**src/rtl/bcd_pkg.sv**
```systemverilog
// Shared types and digit helpers for the digit-serial BCD adder/subtractor.
package bcd_pkg;

  localparam int         BCD_W   = 4;
  localparam logic [3:0] BCD_MAX = 4'd9;

  typedef enum logic [1:0] {
    IDLE = 2'd0,
    RUN  = 2'd1,
    DONE = 2'd2
  } state_t;

  function automatic logic [BCD_W-1:0] nines_comp(input logic [BCD_W-1:0] digit);
    return BCD_MAX - digit;
  endfunction

  function automatic logic digit_invalid(input logic [BCD_W-1:0] digit);
    return (digit > BCD_MAX);
  endfunction

endpackage

```
**src/rtl/bcd_digit_add.sv**
```systemverilog
// One-digit BCD adder: binary add then +6 correction when the raw sum exceeds 9.
// Combinational, no latency, no flow control.
module bcd_digit_add
  import bcd_pkg::*;
(
  input  logic [BCD_W-1:0] a,
  input  logic [BCD_W-1:0] b,
  input  logic             cin,
  output logic [BCD_W-1:0] sum,
  output logic             cout
);

  logic [BCD_W:0] w_raw;

  assign w_raw = {1'b0, a} + {1'b0, b} + {{BCD_W{1'b0}}, cin};
  assign cout  = (w_raw > {1'b0, BCD_MAX});
  assign sum   = cout ? (w_raw[BCD_W-1:0] + 4'd6) : w_raw[BCD_W-1:0];

endmodule

```
**src/rtl/bcd_serial_addsub.sv**
```systemverilog
// Digit-serial BCD add/subtract, LSD first, one digit per clock through one corrected adder.
// Latency DIGITS+1 cycles from input handshake; no overlap, result held until out_ready.
module bcd_serial_addsub
  import bcd_pkg::*;
#(
  parameter int DIGITS = 4
) (
  input  logic                  clk,
  input  logic                  rst_n,
  input  logic                  in_valid,
  output logic                  in_ready,
  input  logic [4*DIGITS-1:0]   a,
  input  logic [4*DIGITS-1:0]   b,
  input  logic                  sub,
  input  logic                  cin,
  output logic                  out_valid,
  input  logic                  out_ready,
  output logic [4*DIGITS-1:0]   sum,
  output logic                  cout,
  output logic                  err
);

  localparam int W     = BCD_W * DIGITS;
  localparam int CNT_W = (DIGITS > 1) ? $clog2(DIGITS) : 1;

  state_t             r_state;
  state_t             w_next_state;
  logic [W-1:0]       r_a;
  logic [W-1:0]       r_b;
  logic [W-1:0]       r_sum;
  logic               r_sub;
  logic               r_carry;
  logic               r_cout;
  logic               r_err;
  logic [CNT_W-1:0]   r_cnt;

  logic [BCD_W-1:0]   w_a_dig;
  logic [BCD_W-1:0]   w_b_dig;
  logic [BCD_W-1:0]   w_b_eff;
  logic [BCD_W-1:0]   w_dig_sum;
  logic               w_dig_cout;
  logic               w_last;
  logic               w_capture;

  // Operands shift right each RUN cycle, so the active digit is always the low nibble.
  assign w_a_dig   = r_a[BCD_W-1:0];
  assign w_b_dig   = r_b[BCD_W-1:0];
  assign w_b_eff   = r_sub ? nines_comp(w_b_dig) : w_b_dig;
  assign w_last    = (r_cnt == CNT_W'(DIGITS - 1));
  assign w_capture = in_valid && (r_state == IDLE);

  bcd_digit_add u_digit_add (
    .a    (w_a_dig),
    .b    (w_b_eff),
    .cin  (r_carry),
    .sum  (w_dig_sum),
    .cout (w_dig_cout)
  );

  always_ff @(posedge clk or negedge rst_n) begin
    if (!rst_n) begin
      r_state <= IDLE;
    end else begin
      r_state <= w_next_state;
    end
  end

  always_comb begin
    w_next_state = r_state;
    in_ready     = 1'b0;
    out_valid    = 1'b0;
    case (r_state)
      IDLE: begin
        in_ready = 1'b1;
        if (in_valid) begin
          w_next_state = RUN;
        end
      end
      RUN: begin
        if (w_last) begin
          w_next_state = DONE;
        end
      end
      DONE: begin
        out_valid = 1'b1;
        if (out_ready) begin
          w_next_state = IDLE;
        end
      end
      default: begin
        w_next_state = IDLE;
      end
    endcase
  end

  always_ff @(posedge clk or negedge rst_n) begin
    if (!rst_n) begin
      r_a     <= '0;
      r_b     <= '0;
      r_sum   <= '0;
      r_sub   <= 1'b0;
      r_carry <= 1'b0;
      r_cout  <= 1'b0;
      r_err   <= 1'b0;
      r_cnt   <= '0;
    end else if (w_capture) begin
      r_a     <= a;
      r_b     <= b;
      r_sub   <= sub;
      r_carry <= cin;
      r_cnt   <= '0;
      r_sum   <= '0;
      r_cout  <= 1'b0;
      r_err   <= 1'b0;
    end else if (r_state == RUN) begin
      r_a                              <= r_a >> BCD_W;
      r_b                              <= r_b >> BCD_W;
      r_carry                          <= w_dig_cout;
      r_sum[int'(r_cnt)*BCD_W +: BCD_W] <= w_dig_sum;
      r_err                            <= r_err | digit_invalid(w_a_dig) | digit_invalid(w_b_dig);
      if (w_last) begin
        r_cout <= w_dig_cout;
      end else begin
        r_cnt  <= r_cnt + 1'b1;
      end
    end
  end

  // A bad operand digit poisons the whole result rather than exposing a meaningless sum.
  assign sum  = r_err ? '0 : r_sum;
  assign cout = r_cout & ~r_err;
  assign err  = r_err;

endmodule
```
**config.mk**
```make
export PLATFORM = sky130hd
export DESIGN_NAME = bcd_serial_addsub
export DESIGN_NICKNAME = d
export VERILOG_FILES = /design/src/rtl/bcd_pkg.sv /design/src/rtl/bcd_digit_add.sv /design/src/rtl/bcd_serial_addsub.sv
export SDC_FILE = /design/constraint.sdc
export NUM_CORES = 1
export LEC_CHECK = 0
export BUFFER_PORTS_ARGS = -buffer_cell sky130_fd_sc_hd__buf_2
export CORE_ASPECT_RATIO = 0.7
export CORE_MARGIN = 4
export CORE_UTILIZATION = 40
export CTS_BUF_LIST = sky130_fd_sc_hd__clkbuf_4 sky130_fd_sc_hd__clkbuf_8
export CTS_CLUSTER_DIAMETER = 80
export DETAILED_ROUTE_END_ITERATION = 8
export SLEW_MARGIN = 20
export SYNTH_ARGS = -nofsm -noshare
export SYNTH_HDL_FRONTEND = slang
export SYNTH_HIERARCHICAL = 1
export SYNTH_SLANG_ARGS = --single-unit
```
**constraint.sdc**
```tcl
create_clock -name clk -period 3.2 [get_ports clk]
set_clock_uncertainty 0.2 [all_clocks]
set_input_delay 0.32 -clock clk [delete_from_list [all_inputs] [get_ports clk]]
set_output_delay 0.32 -clock clk [all_outputs]
set_load 0.02 [all_outputs]
```
; Yosys cells after proc, flatten, opt, wreduce, memory -nomap -nowiden
; Index checks and enable logic that the tools add are counted.
[op_classes]
addsub = 6
bitwise_logic = 4
n_shift = 2
mux = 26
eq_ne = 7
n_reduce_logical = 7
order_cmp = 3
[op_table]
columns = cell, n
row1 = two-way mux 16 bit, 7
row2 = negation 4 -> 33 bit, 1
row3 = "variable shift 4 x 33 -> 16 bit, first input constant", 1
row4 = indexed part select 4 x 33 -> 16 bit, 1
row5 = bitwise mux 16 bit, 1
row6 = two-way mux 2 bit, 6
row7 = two-way mux 1 bit, 9
row8 = "> comparator 4 bit, second input constant", 2
row9 = two-way mux 4 bit, 2
row10 = "!= test 2 bit, second input constant", 3
row11 = one-hot mux 2 bit (3 select lines), 1
row12 = adder 4 x 4 -> 5 bit, 1
row13 = adder 5 x 1 -> 5 bit, 1
row14 = "> comparator 5 x 4 -> 1 bit, second input constant", 1
row15 = "adder 4 x 3 -> 4 bit, second input constant", 1
row16 = "equality test 2 bit, second input constant", 2
row17 = AND reduction 2 bit, 2
row18 = nonzero test 2 bit, 2
row19 = "subtractor 4 bit, first input constant", 1
row20 = AND reduction 3 bit, 1
row21 = "adder 2 x 1 -> 2 bit, second input constant", 1
row22 = "equality test 2 x 1 -> 1 bit, second input constant", 1
row23 = logical NOT 2 bit, 1
row24 = "!= test 2 x 1 -> 1 bit, second input constant", 1
row25 = other kinds (4), 5
[word_totals]
wordCells = 64
out_inout_bits = 20
regBits = 56
input_bits = 38

; Longest topological paths before layout
; Gate-level depths: netlist (run 1).
[depth]
depth_word = 10
ltp_mapped = 12
mapped_depth_nobuf = 12

; Hierarchy
; Netlist (run 1), hierarchy kept.
[by_module_without_submodules]
columns = module, seq_area_each_um2, n_inst, cells_per_inst, area_each_um2
row1 = bcd_serial_addsub, 1401.3, 1, 244, 2647.5
row2 = bcd_digit_add, 0.0, 1, 22, 211.5

; Least setup slack after synthesis (run 1)
; OpenSTA, ideal clock, no wires.
[synth_timing]
kind = flip-flop to flip-flop
startpoint = reg r_sub
endpoint = reg r_sum[10]
arrival_ns = 2.852
path_slack_ns = 0.066
n_path_buf = 0
setup_ns = 0.083
synth_period_minus_slack_ns = 3.134
path_stages_with_launch = 11
t_required_ns = 2.917
path_cell_list = dfrtp_1 > xor2_1 > fa_1 > fa_1 > xnor2_1 > ha_1 > a31o_1 > o31ai_4 > mux2i_1 > nand3_1 > o21ai_0
[synth_between]
elab_chain_len = 9
word_cells_on_any_way = 10
cone_classes = 3 x add/sub / 1 x order compare / 1 x shift / 5 x mux
[synth_lines]
columns = element, line_no
row1 = "start, declared", bcd_serial_addsub.sv:31  ; logic r_sub;
row2 = "start signal, assigned", bcd_serial_addsub.sv:109  ; r_sub <= sub;
row3 = two-way mux 4 bit, bcd_serial_addsub.sv:48  ; assign w_b_eff = r_sub ? nines_comp(w_b_dig) : w_b_dig;
row4 = net w_b_eff[0], bcd_serial_addsub.sv:39  ; logic [BCD_W-1:0] w_b_eff;
row5 = adder 4 x 4 -> 5 bit, bcd_digit_add.sv:15  ; assign w_raw = {1'b0, a} + {1'b0, b} + {{BCD_W{1'b0}}, cin};
row6 = adder 5 x 1 -> 5 bit, bcd_digit_add.sv:15
row7 = > comparator 5 x 4 -> 1 bit, bcd_digit_add.sv:16  ; assign cout = (w_raw > {1'b0, BCD_MAX});
row8 = net w_dig_cout, bcd_serial_addsub.sv:41  ; logic w_dig_cout;
row9 = two-way mux 4 bit, bcd_digit_add.sv:17  ; assign sum = cout ? (w_raw[BCD_W-1:0] + 4'd6) : w_raw[BCD_W-1:0];
row10 = net w_dig_sum[2], bcd_serial_addsub.sv:40  ; logic [BCD_W-1:0] w_dig_sum;
row11 = indexed part select 4 x 33 -> 16 bit, bcd_serial_addsub.sv:119  ; r_sum[int'(r_cnt)*BCD_W +: BCD_W] <= w_dig_sum;
row12 = bitwise mux 16 bit, bcd_serial_addsub.sv:119
row13 = two-way mux 16 bit, bcd_serial_addsub.sv:115  ; end else if (r_state == RUN) begin
row14 = two-way mux 16 bit, bcd_serial_addsub.sv:106  ; end else if (w_capture) begin
row15 = "end signal, assigned by index", bcd_serial_addsub.sv:119
row16 = "end, declared", bcd_serial_addsub.sv:30  ; logic [W-1:0] r_sum;
; The timed path passes the listed nets, and every way through them passes these cells. The select of a mux whose other input is x is not followed.
; A chain may end at the register's enable or synchronous reset.

; Worst setup path after layout (run 1)
[layout_timing]
startpoint = reg r_sub
endpoint = reg r_sum[9]
; Same word-level chain as after synthesis.

==> results of run 1 <==
==> sequential cells by signal (all words and copies together), names as in the netlist <==
signal / flops
r_cout: 1
r_sub: 1
r_sum: 16
r_a: 16
r_carry: 1
err: 1
r_state: 2
r_b: 16
r_cnt: 2
==> cell families (layout without fill, tap and decap cells) <==
kind of cell,Yosys count,count (layout)
and+or+nand+nor,79,79
buffers and inverters,21,87
DFF,56,56
xor gates and xnor gates,5,5
muxes,2,2
adders and majority gates,13,13
AOI/OAI and AO/OA,90,90
==> how the worst max path moves through the flow <==
stage / startpoint / end / slack, ns / cells after the start
after floorplan: r_sub / r_sum[10] / 0.07 / 10
after global placement: r_sub / r_sum[9] / 0.06 / 10
after detailed placement: r_sub / r_sum[10] / -0.08 / 10
after CTS: r_sub / r_sum[7] / 0.02 / 9
after global routing: r_sub / r_sum[9] / -0.007 / 11
final: r_sub / r_sum[9] / 0.12 / 11
==> tightest hold or removal path, cell delays in order <==
cell and delay [ns]:
sky130_fd_sc_hd__buf_2 0.08, sky130_fd_sc_hd__nand2_1 0.04, sky130_fd_sc_hd__nand2_1 0.05
==> area by class of cell <==
| class | instances | area (sq um) |
|---|---|---|
| inverter | 6 | 22.5 |
| fill | 630 | 3340 |
| clock inverter | 1 | 30.0 |
| multi-input combinational | 189 | 1430 |
| timing repair buffer | 75 | 442 |
| tap | 94 | 118 |
| sequential | 56 | 1400 |
| clock buffer | 5 | 68.8 |
==> metrics by stage <==
step	util	hold WS, ns	setup WS, ns
2_1_floorplan	-	-0.176	0.0658
3_3_place_gp	0.476	0.259	0.0609
3_5_place_dp	0.476	0.266	-0.0828
4_1_cts	0.504	0.00220	0.0226
5_1_grt	0.512	0.0179	-0.00673
6_report	0.512	0.0106	0.116
==> metal layers <==
| metal | wire (um) | vias up | share of wire |
|---|---|---|---|
| met4 | 78 | 0 | 0.012 |
| met3 | 172 | 9 | 0.026 |
| met5 | 0 | - | 0 |
| li1 | - | 1089 | - |
| met1 | 3330 | 1091 | 0.51 |
| met2 | 3000 | 31 | 0.46 |
==> cell usage after synthesis <==
cell                        instances  share of area
sky130_fd_sc_hd__or3b_1             1         0.0031
sky130_fd_sc_hd__o21ai_0           13          0.023
sky130_fd_sc_hd__a22o_1            35           0.11
sky130_fd_sc_hd__or2_2              1         0.0022
sky130_fd_sc_hd__buf_2             10          0.018
sky130_fd_sc_hd__nor2b_1           20          0.044
sky130_fd_sc_hd__nand3b_1           1         0.0026
sky130_fd_sc_hd__a2111oi_0          1         0.0031
sky130_fd_sc_hd__xnor2_1            4          0.012
sky130_fd_sc_hd__o31ai_1            2         0.0053
sky130_fd_sc_hd__mux2i_1            2         0.0070
sky130_fd_sc_hd__nor2_1             3         0.0039
sky130_fd_sc_hd__xor2_1             1         0.0031
sky130_fd_sc_hd__fa_1               2          0.014
sky130_fd_sc_hd__a31o_1             1         0.0031
sky130_fd_sc_hd__o31ai_4            1         0.0074
sky130_fd_sc_hd__a21o_1            27          0.071
sky130_fd_sc_hd__nor3b_1            1         0.0026
sky130_fd_sc_hd__nor3b_2            1         0.0044
sky130_fd_sc_hd__inv_1              6         0.0079
sky130_fd_sc_hd__nand3_1           14          0.025
sky130_fd_sc_hd__dfrtp_1           56           0.49
sky130_fd_sc_hd__a22oi_1            2         0.0053
sky130_fd_sc_hd__and3_1             1         0.0022
sky130_fd_sc_hd__a21o_2             1         0.0031
sky130_fd_sc_hd__a21oi_1            6          0.011
sky130_fd_sc_hd__nor4_2             3          0.013
sky130_fd_sc_hd__nor4bb_1           1         0.0035
sky130_fd_sc_hd__buf_4              1         0.0026
sky130_fd_sc_hd__o22ai_1            1         0.0022
sky130_fd_sc_hd__clkbuf_1           4         0.0053
sky130_fd_sc_hd__nand2_1           28          0.037
sky130_fd_sc_hd__nand2b_1           4         0.0088
sky130_fd_sc_hd__ha_1              11          0.048
==> power breakdown <==
group	switching, mW	internal [mW]
sequential	0.251	0.981
clock	0.216	0.225
combinational	1.49	1.37
==> what timing repair did <==
action                                 CTS  global route
buffers inserted                         1             2
setup endpoints to repair               10            13
hold buffers                             7             0
endpoints found under the hold margin   62             0
resized for setup                        5            10
pin swaps                                1             3
==> impl_metrics.prom, run 1 <==
# TYPE chip_impl_metric gauge
chip_impl_metric{name="number_of_placement_rows",unit=""} 25
chip_impl_metric{name="initial_standard_cell_utilization_of_the_core",unit=""} 0.417
chip_impl_metric{name="global_route.usage.met2",unit=""} 0.233
chip_impl_metric{name="synthCells",unit=""} 266
chip_impl_metric{name="synth_compound_area_frac",unit=""} 0.241
chip_impl_metric{name="drt_iter0_markers",unit=""} 81
chip_impl_info{name="setup.worst_path.class",value="flip-flop to flip-flop"} 1
chip_impl_metric{name="hold_violations",unit=""} 0
chip_impl_info{name="r2r_end",value="r_sum[9]"} 1
chip_impl_metric{name="syn_nets",unit=""} 317
chip_impl_metric{name="timing.max_slew.rel_slack",unit=""} 0.458
chip_impl_metric{name="final_cell_count_no_fill",unit=""} 426
chip_impl_metric{name="p_per_area",unit="mW/mm^2"} 1290
chip_impl_metric{name="antenna_violating_nets_post_route",unit=""} 0
chip_impl_metric{name="synth.ff_latch_count",unit=""} 56
chip_impl_metric{name="dp.final_hpwl",unit="um"} 4570
chip_impl_metric{name="synth-adder-area-share",unit=""} 0.0621
chip_impl_metric{name="maxCapViolCount",unit=""} 0
chip_impl_metric{name="io-pin-count",unit=""} 58
chip_impl_info{name="hold_end",value="r_a[12]"} 1
chip_impl_metric{name="cp_slowest_stage_delay",unit="ns"} 0.54
chip_impl_metric{name="gr_util_met3",unit=""} 0.0284
chip_impl_metric{name="grt_pass1_wl",unit="um"} 11000
chip_impl_metric{name="finalInstanceArea",unit="sq mm"} 0.00351
chip_impl_info{name="layout_commonest_cell",value="sky130_fd_sc_hd__buf_2"} 1
chip_impl_metric{name="insertion_delay",unit="ns"} 0.31
chip_impl_info{name="tritoncts_clock_tree",value="built"} 1
chip_impl_info{name="critical-path-top-cell-by-count",value="sky130_fd_sc_hd__fa_2"} 1
chip_impl_info{name="cts.root.buffer_cell",value="sky130_fd_sc_hd__clkbuf_8"} 1
chip_impl_metric{name="finalCriticalPeriod",unit="ns"} 3.08
chip_impl_metric{name="place.port_buffers",unit=""} 57
chip_impl_info{name="worstSetupEndpointType",value="flip-flop"} 1
chip_impl_metric{name="chipWidth",unit="um"} 109
chip_impl_metric{name="globalplace.congestion",unit=""} 0.822
chip_impl_metric{name="dp.cells",unit=""} 410
chip_impl_metric{name="clkTransAtPathRegs",unit="ns"} 0.10
chip_impl_metric{name="maximum_number_of_pins_on_one_net_before_global_route_repair",unit=""} 57
chip_impl_metric{name="timing.critical_path.fanout_max",unit=""} 4
chip_impl_metric{name="crit_arrival",unit="ns"} 3.13
chip_impl_metric{name="worst-r2r-cell-count",unit=""} 11
chip_impl_metric{name="drt-pass1-iter-count",unit=""} 4
chip_impl_metric{name="synth-warning-count",unit=""} 6
chip_impl_metric{name="setup_tns",unit="ns"} 0
chip_impl_metric{name="dieHeight",unit="um"} 78.7
chip_impl_metric{name="gr-total-overflow",unit=""} 0
chip_impl_metric{name="n_antenna_cell",unit=""} 0
chip_impl_info{name="worstPathCellList",value="xor2_1 > fa_2 > fa_2 > inv_2 > ha_4 > a31o_4 > o31ai_4 > buf_6 > xnor2_4 > nand3_1 > o21ai_1"} 1
chip_impl_metric{name="tritoncts_buffer_count",unit=""} 5
chip_impl_info{name="holdCritPathClass",value="primary input to flip-flop"} 1
chip_impl_info{name="critical_path_s_slowest_cell",value="sky130_fd_sc_hd__fa_2"} 1
chip_impl_info{name="critical_path.reg2reg.startpoint",value="r_sub"} 1
chip_impl_metric{name="post_synth_and_or_nand_nor_area_fraction",unit=""} 0.151
chip_impl_info{name="gr-max-usage-layer",value="met1"} 1
chip_impl_metric{name="worst-slew-pin-transition",unit="ns"} 0.802
chip_impl_metric{name="peakVddDrop",unit="V"} 0.000584
chip_impl_metric{name="number_of_design_rule_violations_left_after_detail_routing",unit=""} 0
chip_impl_info{name="run_status",value="complete, no violations"} 1
chip_impl_metric{name="grt_antenna_before_repair",unit=""} 0
chip_impl_metric{name="coreArea",unit="sq mm"} 0.00685
chip_impl_metric{name="number_of_library_cell_types_mapped_by_synthesis",unit=""} 34
chip_impl_metric{name="cts.path.max_buffers",unit=""} 2
chip_impl_metric{name="synth_area",unit="sq mm"} 0.00286
chip_impl_metric{name="clock_sink_count",unit=""} 56
chip_impl_metric{name="share_of_the_clock_period_used_by_the_worst_path",unit=""} 0.964
chip_impl_info{name="holdCritStartpoint",value="a[12]"} 1
chip_impl_metric{name="use_met1",unit=""} 0.243
chip_impl_metric{name="post_synth_xor_area_fraction",unit=""} 0.0153
chip_impl_metric{name="reg_to_reg_slack_setup",unit="ns"} 0.12
chip_impl_info{name="crit_path_start_kind",value="flip-flop"} 1
chip_impl_metric{name="die_outline_area",unit="sq mm"} 0.00859
chip_impl_metric{name="crit_buf_inv",unit=""} 2
chip_impl_metric{name="gr-usage-all-layers",unit=""} 0.161
chip_impl_metric{name="average_wire_per_cell_in_the_routed_design",unit="um"} 15.4
chip_impl_metric{name="drive_above_1_share",unit=""} 0.274
chip_impl_metric{name="required",unit="ns"} 3.24
chip_impl_metric{name="place_area",unit="sq mm"} 0.00326
chip_impl_metric{name="drt-total-wl",unit="um"} 6580
chip_impl_metric{name="vias_per_cell",unit=""} 5.21
chip_impl_metric{name="area_delta_synth_final",unit="%"} 22.8
chip_impl_metric{name="finalPower",unit="mW"} 4.53
chip_impl_info{name="final_cell_mix",value="57 x sky130_fd_sc_hd__buf_2, 55 x sky130_fd_sc_hd__dfrtp_1, 35 x sky130_fd_sc_hd__a22o_1"} 1
chip_impl_info{name="synth_top_family_by_area",value="compound AO/OA/AOI/OAI gates"} 1
chip_impl_info{name="worst_path_dominant_cell_family",value="adder cells"} 1
chip_impl_metric{name="timing.final.max_slew_violations",unit=""} 0
chip_impl_metric{name="mean_syn_cell_area",unit="sq um"} 10.7
chip_impl_metric{name="timing.hold.worst_path_depth",unit=""} 3
chip_impl_metric{name="max_freq",unit="MHz"} 324
chip_impl_metric{name="detailroute.via_count",unit=""} 2220
chip_impl_metric{name="first_global_vias",unit=""} 2291
chip_impl_metric{name="cts_max_level",unit=""} 2
chip_impl_metric{name="muxShareOfSynthArea",unit=""} 0.00700
chip_impl_metric{name="report.final.setup_viol",unit=""} 0
chip_impl_metric{name="synth.yosys.seq_area_share",unit=""} 0.490
chip_impl_metric{name="power.leakage",unit="nW"} 1.85
chip_impl_metric{name="finalNetCount",unit=""} 384
(Power assumes the default switching activity.)
==> run 2: changes to the inputs <==
--- a/config.mk
+++ b/config.mk
@@ -6,7 +6,7 @@
 export NUM_CORES = 1
 export LEC_CHECK = 0
 export BUFFER_PORTS_ARGS = -buffer_cell sky130_fd_sc_hd__buf_2
-export CORE_ASPECT_RATIO = 0.7
+export CORE_ASPECT_RATIO = 0.6
 export CORE_MARGIN = 4
 export CORE_UTILIZATION = 40
 export CTS_BUF_LIST = sky130_fd_sc_hd__clkbuf_4 sky130_fd_sc_hd__clkbuf_8
==> impl_metrics.prom, run 2 (synthesized netlist as in run 1, its figures left out) <==
# TYPE chip_impl_metric gauge
chip_impl_info{name="run_status",value="complete, no violations"} 1
chip_impl_info{name="reg.largest.list",value="r_a x16, r_b x16, r_sum x16"} 1
chip_impl_metric{name="required",unit="ns"} 3.22
chip_impl_info{name="worstPathCellList",value="xor2_1 > fa_2 > fa_2 > inv_2 > ha_4 > a31o_4 > o31ai_4 > mux2i_1 > buf_4 > a22o_1"} 1
chip_impl_metric{name="clkTransAtPathRegs",unit="ns"} 0.11
chip_impl_metric{name="grt_antenna_before_repair",unit=""} 0
chip_impl_metric{name="globalplace.congestion",unit=""} 0.878
chip_impl_metric{name="drive_above_1_share",unit=""} 0.272
chip_impl_metric{name="power_frac_clock",unit=""} 0.092
chip_impl_metric{name="finalNetCount",unit=""} 385
chip_impl_info{name="grt_setup_unrepaired",value="no"} 1
chip_impl_metric{name="timing.critical_path.depth",unit=""} 10
chip_impl_metric{name="area_delta_synth_final",unit="%"} 22.0
chip_impl_info{name="worstSetupEndpointType",value="flip-flop"} 1
chip_impl_info{name="layout_commonest_cell",value="sky130_fd_sc_hd__buf_2"} 1
chip_impl_metric{name="maxCapViolCount",unit=""} 0
chip_impl_metric{name="chipWidth",unit="um"} 117
chip_impl_metric{name="clock_sink_count",unit=""} 56
chip_impl_metric{name="p_per_area",unit="mW/mm^2"} 1240
chip_impl_info{name="gr-max-usage-layer",value="met1"} 1
chip_impl_metric{name="switching_power",unit="mW"} 1.91
chip_impl_info{name="worst_path_dominant_cell_family",value="adder cells"} 1
chip_impl_metric{name="place.port_buffers",unit=""} 57
chip_impl_metric{name="dieHeight",unit="um"} 73.5
chip_impl_metric{name="timing.max_slew.rel_slack",unit=""} 0.481
chip_impl_metric{name="power.leakage",unit="nW"} 1.85
chip_impl_info{name="tritoncts_clock_tree",value="built"} 1
chip_impl_metric{name="cts.path.max_buffers",unit=""} 2
chip_impl_info{name="setup.worst_path.class",value="flip-flop to flip-flop"} 1
chip_impl_metric{name="vias_per_cell",unit=""} 5.25
chip_impl_metric{name="drt-pass1-iter-count",unit=""} 4
chip_impl_metric{name="hold_violations",unit=""} 0
chip_impl_metric{name="gr_util_met3",unit=""} 0.0387
chip_impl_metric{name="peakVddDrop",unit="V"} 0.000545
chip_impl_metric{name="cts_max_level",unit=""} 2
chip_impl_metric{name="number_of_placement_rows",unit=""} 23
chip_impl_info{name="final_cell_mix",value="57 x sky130_fd_sc_hd__buf_2, 55 x sky130_fd_sc_hd__dfrtp_1, 35 x sky130_fd_sc_hd__a22o_1"} 1
chip_impl_metric{name="comb_power_share",unit=""} 0.624
chip_impl_metric{name="crit_buf_inv",unit=""} 2
chip_impl_metric{name="tritoncts_buffer_count",unit=""} 5
chip_impl_metric{name="setup_tns",unit="ns"} 0
chip_impl_metric{name="global_route.usage.met2",unit=""} 0.224
chip_impl_metric{name="grt_pass1_wl",unit="um"} 10900
chip_impl_metric{name="number_of_design_rule_violations_left_after_detail_routing",unit=""} 0
chip_impl_metric{name="gr-usage-all-layers",unit=""} 0.162
chip_impl_metric{name="internal_power",unit="mW"} 2.42
chip_impl_metric{name="worst-r2r-cell-count",unit=""} 10
chip_impl_metric{name="share_of_the_clock_period_used_by_the_worst_path",unit=""} 0.964
chip_impl_metric{name="die_outline_area",unit="sq mm"} 0.00861
chip_impl_metric{name="average_wire_per_cell_in_the_routed_design",unit="um"} 15.8
chip_impl_metric{name="finalCriticalPeriod",unit="ns"} 3.09
chip_impl_metric{name="insertion_delay",unit="ns"} 0.31
chip_impl_metric{name="maximum_number_of_pins_on_one_net_before_global_route_repair",unit=""} 40
chip_impl_info{name="critical_path_s_slowest_cell",value="sky130_fd_sc_hd__fa_2"} 1
chip_impl_metric{name="hold-worst-slack",unit="ns"} 0.0142
chip_impl_metric{name="detailroute.via_count",unit=""} 2215
chip_impl_metric{name="power.share.switching",unit=""} 0.441
chip_impl_metric{name="timing.hold.worst_path_depth",unit=""} 3
chip_impl_metric{name="utilization_of_the_core_after_routing",unit=""} 0.514
chip_impl_metric{name="dp.final_hpwl",unit="um"} 4760
chip_impl_metric{name="max_freq",unit="MHz"} 324
chip_impl_metric{name="drt_iter0_markers",unit=""} 125
chip_impl_metric{name="n_antenna_cell",unit=""} 0
chip_impl_metric{name="antenna_violating_nets_post_route",unit=""} 0
chip_impl_metric{name="report.final.setup_viol",unit=""} 0
chip_impl_metric{name="first_global_vias",unit=""} 2174
chip_impl_metric{name="crit_arrival",unit="ns"} 3.10
chip_impl_metric{name="gr-total-overflow",unit=""} 0
chip_impl_metric{name="initial_standard_cell_utilization_of_the_core",unit=""} 0.421
chip_impl_metric{name="timing.final.max_slew_violations",unit=""} 0
chip_impl_metric{name="drt-total-wl",unit="um"} 6670
chip_impl_info{name="cts.root.buffer_cell",value="sky130_fd_sc_hd__clkbuf_8"} 1
chip_impl_info{name="crit_path_start_kind",value="flip-flop"} 1
chip_impl_metric{name="pwr-share-seq",unit=""} 0.284
chip_impl_metric{name="coreArea",unit="sq mm"} 0.00679
chip_impl_metric{name="io-pin-count",unit=""} 58
chip_impl_metric{name="cp_slowest_stage_delay",unit="ns"} 0.54
chip_impl_info{name="critical-path-top-cell-by-count",value="sky130_fd_sc_hd__fa_2"} 1
chip_impl_info{name="holdCritPathClass",value="primary input to flip-flop"} 1
chip_impl_metric{name="use_met1",unit=""} 0.256
chip_impl_metric{name="worst-slew-pin-transition",unit="ns"} 0.768
chip_impl_metric{name="timing.critical_path.fanout_max",unit=""} 4
-- run 2: cell types whose count changed in the layout (fill, tap and decap cells not counted), sizes merged --
cell | before | now
clkbuf | 5 | 6
clkinv | 0 | 1
dlygate4sd3 | 7 | 9
buf | 68 | 67
clkinvlp | 0 | 1
bufinv | 1 | 0
-- run 2: worst register-to-register path: cells and delay by family, from the launching register on --
| family | cells | cell delay, ns |
|---|---|---|
| adders and majority gates | 3 | 1.08 |
| AOI/OAI and AO/OA | 3 | 0.76 |
| DFF | 1 | 0.40 |
| buffers and inverters | 2 | 0.23 |
| xor gates and xnor gates | 1 | 0.18 |
| muxes | 1 | 0.15 |
-- run 2: cell type report --
type	count	area, sq um
timing repair buffer	76	450
tap	87	109
inverter	6	22.5
fill	651	3300
clock inverter	2	16.3
multi-input combinational	189	1410
clock buffer	6	76.3
sequential	56	1400
-- run 2: stage by stage --
stage	setup slack [ns]	power (mW)	instances	area, sq um
finish	0.114	4.33	422	3490
global route	0.00131	4.65	422	3490
CTS	0.0150	4.03	420	3430
detailed placement	-0.0422	3.60	403	3250
global placement	0.0782	3.55	403	3250
floorplan	0.0658	2.88	266	2860
-- run 2: repair_timing --
item,in CTS,in global routing
setup endpoints to repair,8,9
resized for setup,1,10
hold endpoints to repair,29,0
setup buffers,0,2
pin swaps,1,3
hold buffers,9,0
-- run 2: power by group through the flow --
stage	logic, mW	registers (mW)	clock network [mW]
2_1_floorplan	1.73	1.15	0
3_3_place_gp	2.31	1.24	0
3_5_place_dp	2.36	1.25	0
4_1_cts	2.38	1.23	0.419
5_1_grt	2.93	1.27	0.444
6_report	2.70	1.23	0.400
-- run 2: layer usage --
layer  vias up  share of wire
li1       1096              -
met1      1065           0.54
met2        49           0.40
met3         5          0.048
met4         0         0.0057
met5         -              0
-- run 2: path summary, 6_finish.rpt --
| kind | from | to | slack (ns) |
|---|---|---|---|
| max | r_sub | r_sum[6] | 0.11 |
| min | sub | r_sub | 0.01 |
| max reg2reg | r_sub | r_sum[6] | 0.11 |
| min reg2reg | r_b[10] | r_b[10] | 0.29 |
| max in group asynchronous | rst_n | r_b[1] | 1.63 |
| min in group asynchronous | rst_n | r_sum[4] | 0.29 |
